===== src/rtl/arbiter_pkg.sv =====
// Shared types and helpers for the round-robin arbiter.
package arbiter_pkg;

   typedef enum logic {
      IDLE  = 1'b0,
      OWNED = 1'b1
   } arb_state_e;

   function automatic int clog2(input int n);
      int r;
      r = 0;
      for (int v = n - 1; v > 0; v = v >> 1) r++;
      return r;
   endfunction

   // Vectors are at most 32 bits wide; callers zero-extend and truncate the result.
   function automatic logic [4:0] onehot_to_index(input logic [31:0] oh);
      logic [4:0] idx;
      idx = '0;
      for (int i = 0; i < 32; i++) begin
         if (oh[i]) idx = idx | 5'(i);
      end
      return idx;
   endfunction

endpackage


===== src/rtl/lowest_one.sv =====
// Isolates the lowest set bit of a vector and flags whether any bit is set.
module lowest_one #(
   parameter int W = 4
) (
   input  logic [W-1:0] vec,
   output logic [W-1:0] low,
   output logic         any
);

   assign low = vec & (~vec + W'(1));
   assign any = |vec;

endmodule


===== src/rtl/rr_arbiter.sv =====
// Registered N-way round-robin arbiter; the grant stays locked until the owner releases it.
//
// state | meaning
// IDLE  | nobody owns the resource, GNT=0, VALID=0
// OWNED | GNT_IDX owns the resource until DONE or its request drops
module rr_arbiter
   import arbiter_pkg::*;
#(
   parameter  int N  = 4,
   localparam int IW = (clog2(N) < 1) ? 1 : clog2(N)
) (
   input  logic          CLK,
   input  logic          ASYNCRESETN,
   input  logic [N-1:0]  REQ,
   input  logic          DONE,
   output logic [N-1:0]  GNT,
   output logic [IW-1:0] GNT_IDX,
   output logic          VALID
);

   arb_state_e    state_q, state_d;
   logic [IW-1:0] ptr_q, ptr_d;
   logic [IW-1:0] next_ptr, sel_ptr;
   logic          rel;
   logic [N-1:0]  masked, m_low, r_low, winner;
   logic          m_any, any_req;
   logic [N-1:0]  gnt_d;
   logic [IW-1:0] idx_d;
   logic          valid_d;

   // On a release the pointer moves past the owner and selection uses the moved pointer.
   always_comb begin
      next_ptr = (GNT_IDX == IW'(N - 1)) ? '0 : GNT_IDX + 1'b1;
      rel      = (state_q == OWNED) && (DONE || !(|(REQ & GNT)));
      sel_ptr  = rel ? next_ptr : ptr_q;
      masked   = REQ & ~((N'(1) << sel_ptr) - N'(1));
   end

   lowest_one #(.W(N)) u_low_masked (
      .vec (masked),
      .low (m_low),
      .any (m_any)
   );

   lowest_one #(.W(N)) u_low_req (
      .vec (REQ),
      .low (r_low),
      .any (any_req)
   );

   assign winner = m_any ? m_low : r_low;

   always_ff @(posedge CLK or negedge ASYNCRESETN) begin
      if (!ASYNCRESETN) state_q <= IDLE;
      else              state_q <= state_d;
   end

   always_comb begin
      state_d = state_q;
      case (state_q)
         IDLE:    if (any_req)         state_d = OWNED;
         OWNED:   if (rel && !any_req) state_d = IDLE;
         default:                      state_d = IDLE;
      endcase
   end

   always_comb begin
      gnt_d   = GNT;
      idx_d   = GNT_IDX;
      valid_d = VALID;
      ptr_d   = rel ? next_ptr : ptr_q;
      if (((state_q == IDLE) || rel) && any_req) begin
         gnt_d   = winner;
         idx_d   = IW'(onehot_to_index(32'(winner)));
         valid_d = 1'b1;
      end else if (rel) begin
         gnt_d   = '0;
         valid_d = 1'b0;
      end
   end

   always_ff @(posedge CLK or negedge ASYNCRESETN) begin
      if (!ASYNCRESETN) begin
         GNT     <= '0;
         GNT_IDX <= '0;
         VALID   <= 1'b0;
         ptr_q   <= '0;
      end else begin
         GNT     <= gnt_d;
         GNT_IDX <= idx_d;
         VALID   <= valid_d;
         ptr_q   <= ptr_d;
      end
   end

endmodule


===== config.mk =====
export PLATFORM = sky130hd
export DESIGN_NAME = rr_arbiter
export DESIGN_NICKNAME = d
export VERILOG_FILES = /design/src/rtl/arbiter_pkg.sv /design/src/rtl/lowest_one.sv /design/src/rtl/rr_arbiter.sv
export SDC_FILE = /design/constraint.sdc
export NUM_CORES = 1
export LEC_CHECK = 0
export ABC_AREA = 1
export ABC_CLOCK_PERIOD_IN_PS = 5050
export CAP_MARGIN = 10
export CORE_AREA = 5 5 42 44
export CTS_BUF_LIST = sky130_fd_sc_hd__clkbuf_2
export DETAILED_ROUTE_END_ITERATION = 7
export DIE_AREA = 0 0 47 49
export GPL_TIMING_DRIVEN = 0
export PLACE_DENSITY = 0.77
export SYNTH_ARGS = -nofsm -noshare
export SYNTH_HDL_FRONTEND = slang
export SYNTH_HIERARCHICAL = 1
export SYNTH_SLANG_ARGS = --single-unit

===== constraint.sdc =====
create_clock -name CLK -period 5.05 [get_ports CLK]
set_input_delay 0.505 -clock CLK [delete_from_list [all_inputs] [get_ports CLK]]
set_output_delay 0.505 -clock CLK [all_outputs]
set_load 0.01 [all_outputs]

### After elaboration in Yosys (flattened, before gate mapping)

Cells that the tools add are included.

* flip-flop bits (word level): 10
* bits in latches: 0
* bits in writable memories: 0
* ROM bits: 0
* input port bits: 7
* output and inout port bits: 7
* logic and storage cells: 43
* memories: 0

* add/sub/neg operators: 4
* $mul: 0
* div/mod/pow operators: 0
* magnitude comparators: 0
* equality and inequality tests: 1
* shift-type cells: 1
* muxes and demuxes: 13
* bitwise gates (word level): 8
* reduce and logical (&&, ||, !) cells: 11

Operators by type and width (count)
* AND 4 bit: 4
* 2-to-1 mux 4 bit: 3
* NOT 4 bit: 3
* OR reduction 4 bit: 3
* adder 4 x 1 -> 4 bit, second input constant: 2
* 2-to-1 mux 2 bit: 4
* 2-to-1 mux 1 bit: 5
* << shifter 1 x 2 -> 4 bit, first input constant: 1
* subtractor 4 x 1 -> 4 bit, second input constant: 1
* logical AND 1 bit: 3
* adder 2 x 1 -> 2 bit, second input constant: 1
* equality test 2 bit, second input constant: 1
* zero test 1 bit: 2
* logical OR 1 bit: 2
* one-hot mux 1 bit (2 select lines): 1
* nonzero test 2 bit: 1
* NOT 1 bit: 1

### Logic depth before layout (Yosys ltp)

* word-level depth: 17
* depth in mapped cells: 14
* mapped depth without buffers: 14

### By module

Netlist, hierarchy kept.

By module, submodules not included
* rr_arbiter: times used 1, cells each 72, area an instance 568.0 µm², seq. area each 250.2 µm²
* lowest_one: times used 2, cells each 10, area an instance 46.3 µm², seq. area each 0.0 µm²

### Worst setup path before layout

Ideal clock, no wire load.

* kind: input-to-reg
* start point: input port REQ[1]
* end point: register GNT_IDX[0]
* setup time: 126 ps
* arrival: 1787 ps
* required time: 4924 ps
* slack: 3136 ps
* stages on the path: 14
* buffers on the path: 0
* cells stage by stage: nand2_1 nand2_2 o21ai_4 nand2_4 nand2_1 nand2_2 nor2_1 nor2_2 nand3_1 inv_1 nand2_1 nand2_1 nor2_1 o21ai_0

* elaborated cells on any way between the ends: 24
* those cells by class: add/sub (3); shift (1); mux (5); bitwise (7); reduce/logical (8)

RTL lines
* start, declared: RTL line rr_arbiter.sv:14 `input logic [N-1:0] REQ,`
* AND 4 bit (*): RTL line rr_arbiter.sv:34 `rel = (state_q == OWNED) && (DONE || !(|(REQ & GNT)));`
* OR reduction 4 bit (*): RTL line rr_arbiter.sv:34
* zero test 1 bit (*): RTL line rr_arbiter.sv:34
* logical OR 1 bit (*): RTL line rr_arbiter.sv:34
* logical AND 1 bit (*): RTL line rr_arbiter.sv:34
* 2-to-1 mux 2 bit (*)
* << shifter 1 x 2 -> 4 bit (*): RTL line rr_arbiter.sv:36 `masked = REQ & ~((N'(1) << sel_ptr) - N'(1));`
* subtractor 4 x 1 -> 4 bit (*): RTL line rr_arbiter.sv:36
* NOT 4 bit (*): RTL line rr_arbiter.sv:36
* AND 4 bit (*): RTL line rr_arbiter.sv:36
* named net masked[0]: RTL line rr_arbiter.sv:25 `logic [N-1:0] masked, m_low, r_low, winner;`
* OR reduction 4 bit (*): RTL line lowest_one.sv:11 `assign any = |vec;`
* named net m_any: RTL line rr_arbiter.sv:26 `logic m_any, any_req;`
* 2-to-1 mux 4 bit (*): RTL line rr_arbiter.sv:51 `assign winner = m_any ? m_low : r_low;`
* 2-to-1 mux 1 bit: RTL line arbiter_pkg.sv:21 `if (oh[i]) idx = idx | 5'(i);`
* 2-to-1 mux 2 bit: RTL line arbiter_pkg.sv:21
* 2-to-1 mux 2 bit (*): RTL line arbiter_pkg.sv:21
* end signal, assigned: RTL line rr_arbiter.sv:90 `GNT_IDX <= idx_d;`
* end, declared: RTL line rr_arbiter.sv:17 `output logic [IW-1:0] GNT_IDX,`

Mark *: on every way through the listed nets, which the timed path passes. The rest lies on a longest branch.
A chain may end at the register's enable or synchronous reset.

### Worst setup path after layout

* start point: input port REQ[0]
* end point: register GNT_IDX[0]

* elaborated cells on any way between the ends: 24
* those cells by class: add/sub (3); shift (1); mux (5); bitwise (7); reduce/logical (8)

RTL lines (RTL line)
* AND 4 bit: rr_arbiter.sv:34
* OR reduction 4 bit: rr_arbiter.sv:34
* zero test 1 bit: rr_arbiter.sv:34
* logical OR 1 bit: rr_arbiter.sv:34
* logical AND 1 bit: rr_arbiter.sv:34
* 2-to-1 mux 2 bit
* << shifter 1 x 2 -> 4 bit: rr_arbiter.sv:36
* subtractor 4 x 1 -> 4 bit: rr_arbiter.sv:36
* NOT 4 bit: rr_arbiter.sv:36
* AND 4 bit (*): rr_arbiter.sv:36
* named net masked[0]: rr_arbiter.sv:25
* OR reduction 4 bit (*): lowest_one.sv:11
* named net m_any: rr_arbiter.sv:26
* 2-to-1 mux 4 bit (*): rr_arbiter.sv:51
* 2-to-1 mux 1 bit: arbiter_pkg.sv:21
* 2-to-1 mux 2 bit: arbiter_pkg.sv:21
* 2-to-1 mux 2 bit (*): arbiter_pkg.sv:21

Marked as above.

==> results.sh <==
export IMPL_final_common_cell="nand2_1"
export IMPL_top_layer="met3"
export IMPL_dr_wl_met2_um=647
export IMPL_p_seq_frac=0.318
export IMPL_synthMuxAreaShare=0
export IMPL_worstPathMaxFanout=7
export IMPL_cts_resized=0
export IMPL_critPathCaptureType="flop"
export IMPL_post_cts_buffers=0
export IMPL_worst_pin_slew_ns=0.438
export IMPL_clock_path_buffers=2
export IMPL_period_needed_ns=2.53
export IMPL_route_detailed_drc=0
export IMPL_grt_pass1_wl_um=2390
export IMPL_p_switching_uw=181
export IMPL_yosys_area_share_simple=0.343
export IMPL_final_nets=118
export IMPL_area_delta_synth_final_pct=25.0
export IMPL_htreeDepth=1
export IMPL_via_per_inst=4.77
export IMPL_hold_viol=0
export IMPL_n_antenna_cell=0
export IMPL_post_route_period_util=0.502
export IMPL_rrSetupSlack_ns=2.92
export IMPL_cpPeakStageDelay_ns=0.52
export IMPL_rsz0062_at_grt="false"
export IMPL_synth_top_area_cell="dfrtp_1"
export IMPL_fp_row_count=14
export IMPL_cp_data_arrival_time_ns=2.66
export IMPL_cts_hold_buf=0
export IMPL_cts_root_buf="clkbuf_2"
export IMPL_grt_ovfl_total=0
export IMPL_insertion_delay_ns=0.25
export IMPL_synthTopCellsByArea="dfrtp_1, nand2_1, inv_1"
export IMPL_netlist_cell_type_count=17
export IMPL_cts_buffers=3
export IMPL_crit_chain="clkdlybuf4s50_1 > nand2_1 > nand2_2 > o21ai_4 > nand2_4 > nand2_1 > nand2_2 > nor2_1 > nor2_2 > nand3_1 > inv_1 > nand2_1 > nand2_1 > nor2_1 > o21ai_0"
export IMPL_p_clk_frac=0.098
export IMPL_drt_iter0_drc=18
export IMPL_internal_power_uw=236
export IMPL_pwr_share_comb=0.583
export IMPL_cts_sinks=10
export IMPL_vias=592
export IMPL_io_pins=14
export IMPL_routed_wl_um=1390
export IMPL_cp_start_kind="primary input"
export IMPL_setup_ws_ns=2.52
export IMPL_portBuffers=13
export IMPL_path_class="in -> reg"
export IMPL_grt_usage=0.143
export IMPL_placedInstanceArea_um2=811
export IMPL_max_clock_freq_ghz=0.395
export IMPL_synthesis_nets=100
export IMPL_wl_met1_um=650
export IMPL_die_w_um=47
export IMPL_synth_top_family_by_area="simple AND/OR/NAND/NOR gates"
export IMPL_grt_pass1_vias=565
export IMPL_design_die_area_um2=2300
export IMPL_cts_clk_slew_worst_paths_ns=0.09
export IMPL_drv_slew=0
export IMPL_dr_pass1_iters=4
export IMPL_critPathMostFrequentCell="nand2_1"
export IMPL_synth_compound_area_share=0.140
export IMPL_layout_common_cells="nand2_1, inv_1, clkdlybuf4s50_1"
export IMPL_synthXorXnorAreaFrac=0
export IMPL_dpl_hpwl_um=1100
export IMPL_stdcell_area_um2=826
export IMPL_yosysSeqAreaShare=0.379
export IMPL_routabilityCongestion=0.813
export IMPL_synthAdderAreaFrac=0.0189
export IMPL_p_leak_uw=0.000419
export IMPL_powerDensity_nw_per_um2=505
export IMPL_drive_above_1_share=0.157
export IMPL_cts_tree="yes"
export IMPL_yosysWarningCount=6
export IMPL_initial_utilization=0.471
export IMPL_core_um2=1400
export IMPL_wl_per_cell_um=11.2
export IMPL_setup_tns_ns=0
export IMPL_grt_max_degree=11
export IMPL_wl_met3_um=89
export IMPL_die_h_um=49
export IMPL_critical_path_slowest_cell="clkdlybuf4s50_1"
export IMPL_ir_worst_vdd_uv=278
export IMPL_synth_seq_cells=10
export IMPL_syn_area_per_cell_um2=7.18
export IMPL_setup_viol=0
export IMPL_status="finished, final reports clean"
export IMPL_place_ws_ns=2.27
export IMPL_swShare=0.435
export IMPL_antenna_found_initial=0
export IMPL_maxSlewHeadroom=0.707
export IMPL_hold_class="reg -> reg"
export IMPL_max_cap_viol_count=0
export IMPL_netlist_instances=92
export IMPL_syn_area_um2=661
export IMPL_skew_ns=0.00896
export IMPL_ant_nets=0
export IMPL_synth_top_area_frac=0.379
export IMPL_critPathRequiredTime_ns=5.17
cell families after synthesis:
| group | after synthesis |
|---|---|
| AO/OA/AOI/OAI | 12 |
| buffers and inverters | 18 |
| AND/OR/NAND/NOR | 51 |
| flip-flops | 10 |
| adder cells (fa/ha/maj) | 1 |
Yosys cell counts:
cell       n
nor3_1     2
inv_1     14
a21oi_2    1
nor2_1     9
nand3_1    6
ha_1       1
o211ai_1   4
o211ai_2   1
nor2_2     2
o21ai_0    5
clkbuf_1   1
buf_4      3
nand2_2    5
o21ai_4    1
nand2_1   26
dfrtp_1   10
nand2_4    1
state kept, by name (all words and copies together), names as in the netlist:
signal,count
state_q,1
GNT,4
GNT_IDX,2
VALID,1
ptr_q,2
power by group through the flow:
stage          sequential (µW)  combinational [µW]  clock (µW)
2_1_floorplan              142                 152           0
3_3_place_gp               133                 239           0
3_5_place_dp               134                 244           0
4_1_cts                    133                 245        42.5
5_1_grt                    137                 273        46.5
6_report                   133                 243        41.0
final cells by class:
class / instances / area (µm²)
Fill cell: 136 / 576
Multi-Input combinational cell: 64 / 332
Sequential cell: 10 / 250
Timing Repair Buffer: 13 / 130
Inverter: 14 / 52.6
Buffer: 4 / 26.3
Tap cell: 16 / 20.0
Clock buffer: 3 / 15.0
per-stage QoR:
stage	cells	hold slack, ns	utilization	power, µW
final	124	0.505	0.589	417
after global routing	124	0.520	0.589	457
after CTS	124	0.501	0.589	421
after detailed placement	121	0.478	0.579	378
after global placement	121	0.465	0.579	372
after floorplan	92	0.209	-	294
routing by layer:
metal / up-vias / track usage
li1: 320 / -
met1: 259 / 0.187
met2: 13 / 0.210
met3: 0 / 0.0738
met4: 0 / 0.0276
met5: - / 0
worst max-delay path: cells and delay by family:
kind	cells	cell delay, ns
AOI/OAI and AO/OA	2	0.30
buffers and inverters	2	0.63
and+or+nand+nor	11	1.20
path summary, 6_finish.rpt:
check | start | end | cells after the start
worst max-delay path | REQ[0] | GNT_IDX[0] | 15
worst min-delay path | VALID | VALID | 2
worst max register to register | GNT[1] | GNT_IDX[0] | 14
worst min register to register | VALID | VALID | 2
max in group asynchronous | ASYNCRESETN | ptr_q[1] | 1
min in group asynchronous | ASYNCRESETN | ptr_q[0] | 1
Note: power is estimated with default switching activity, not from simulation.
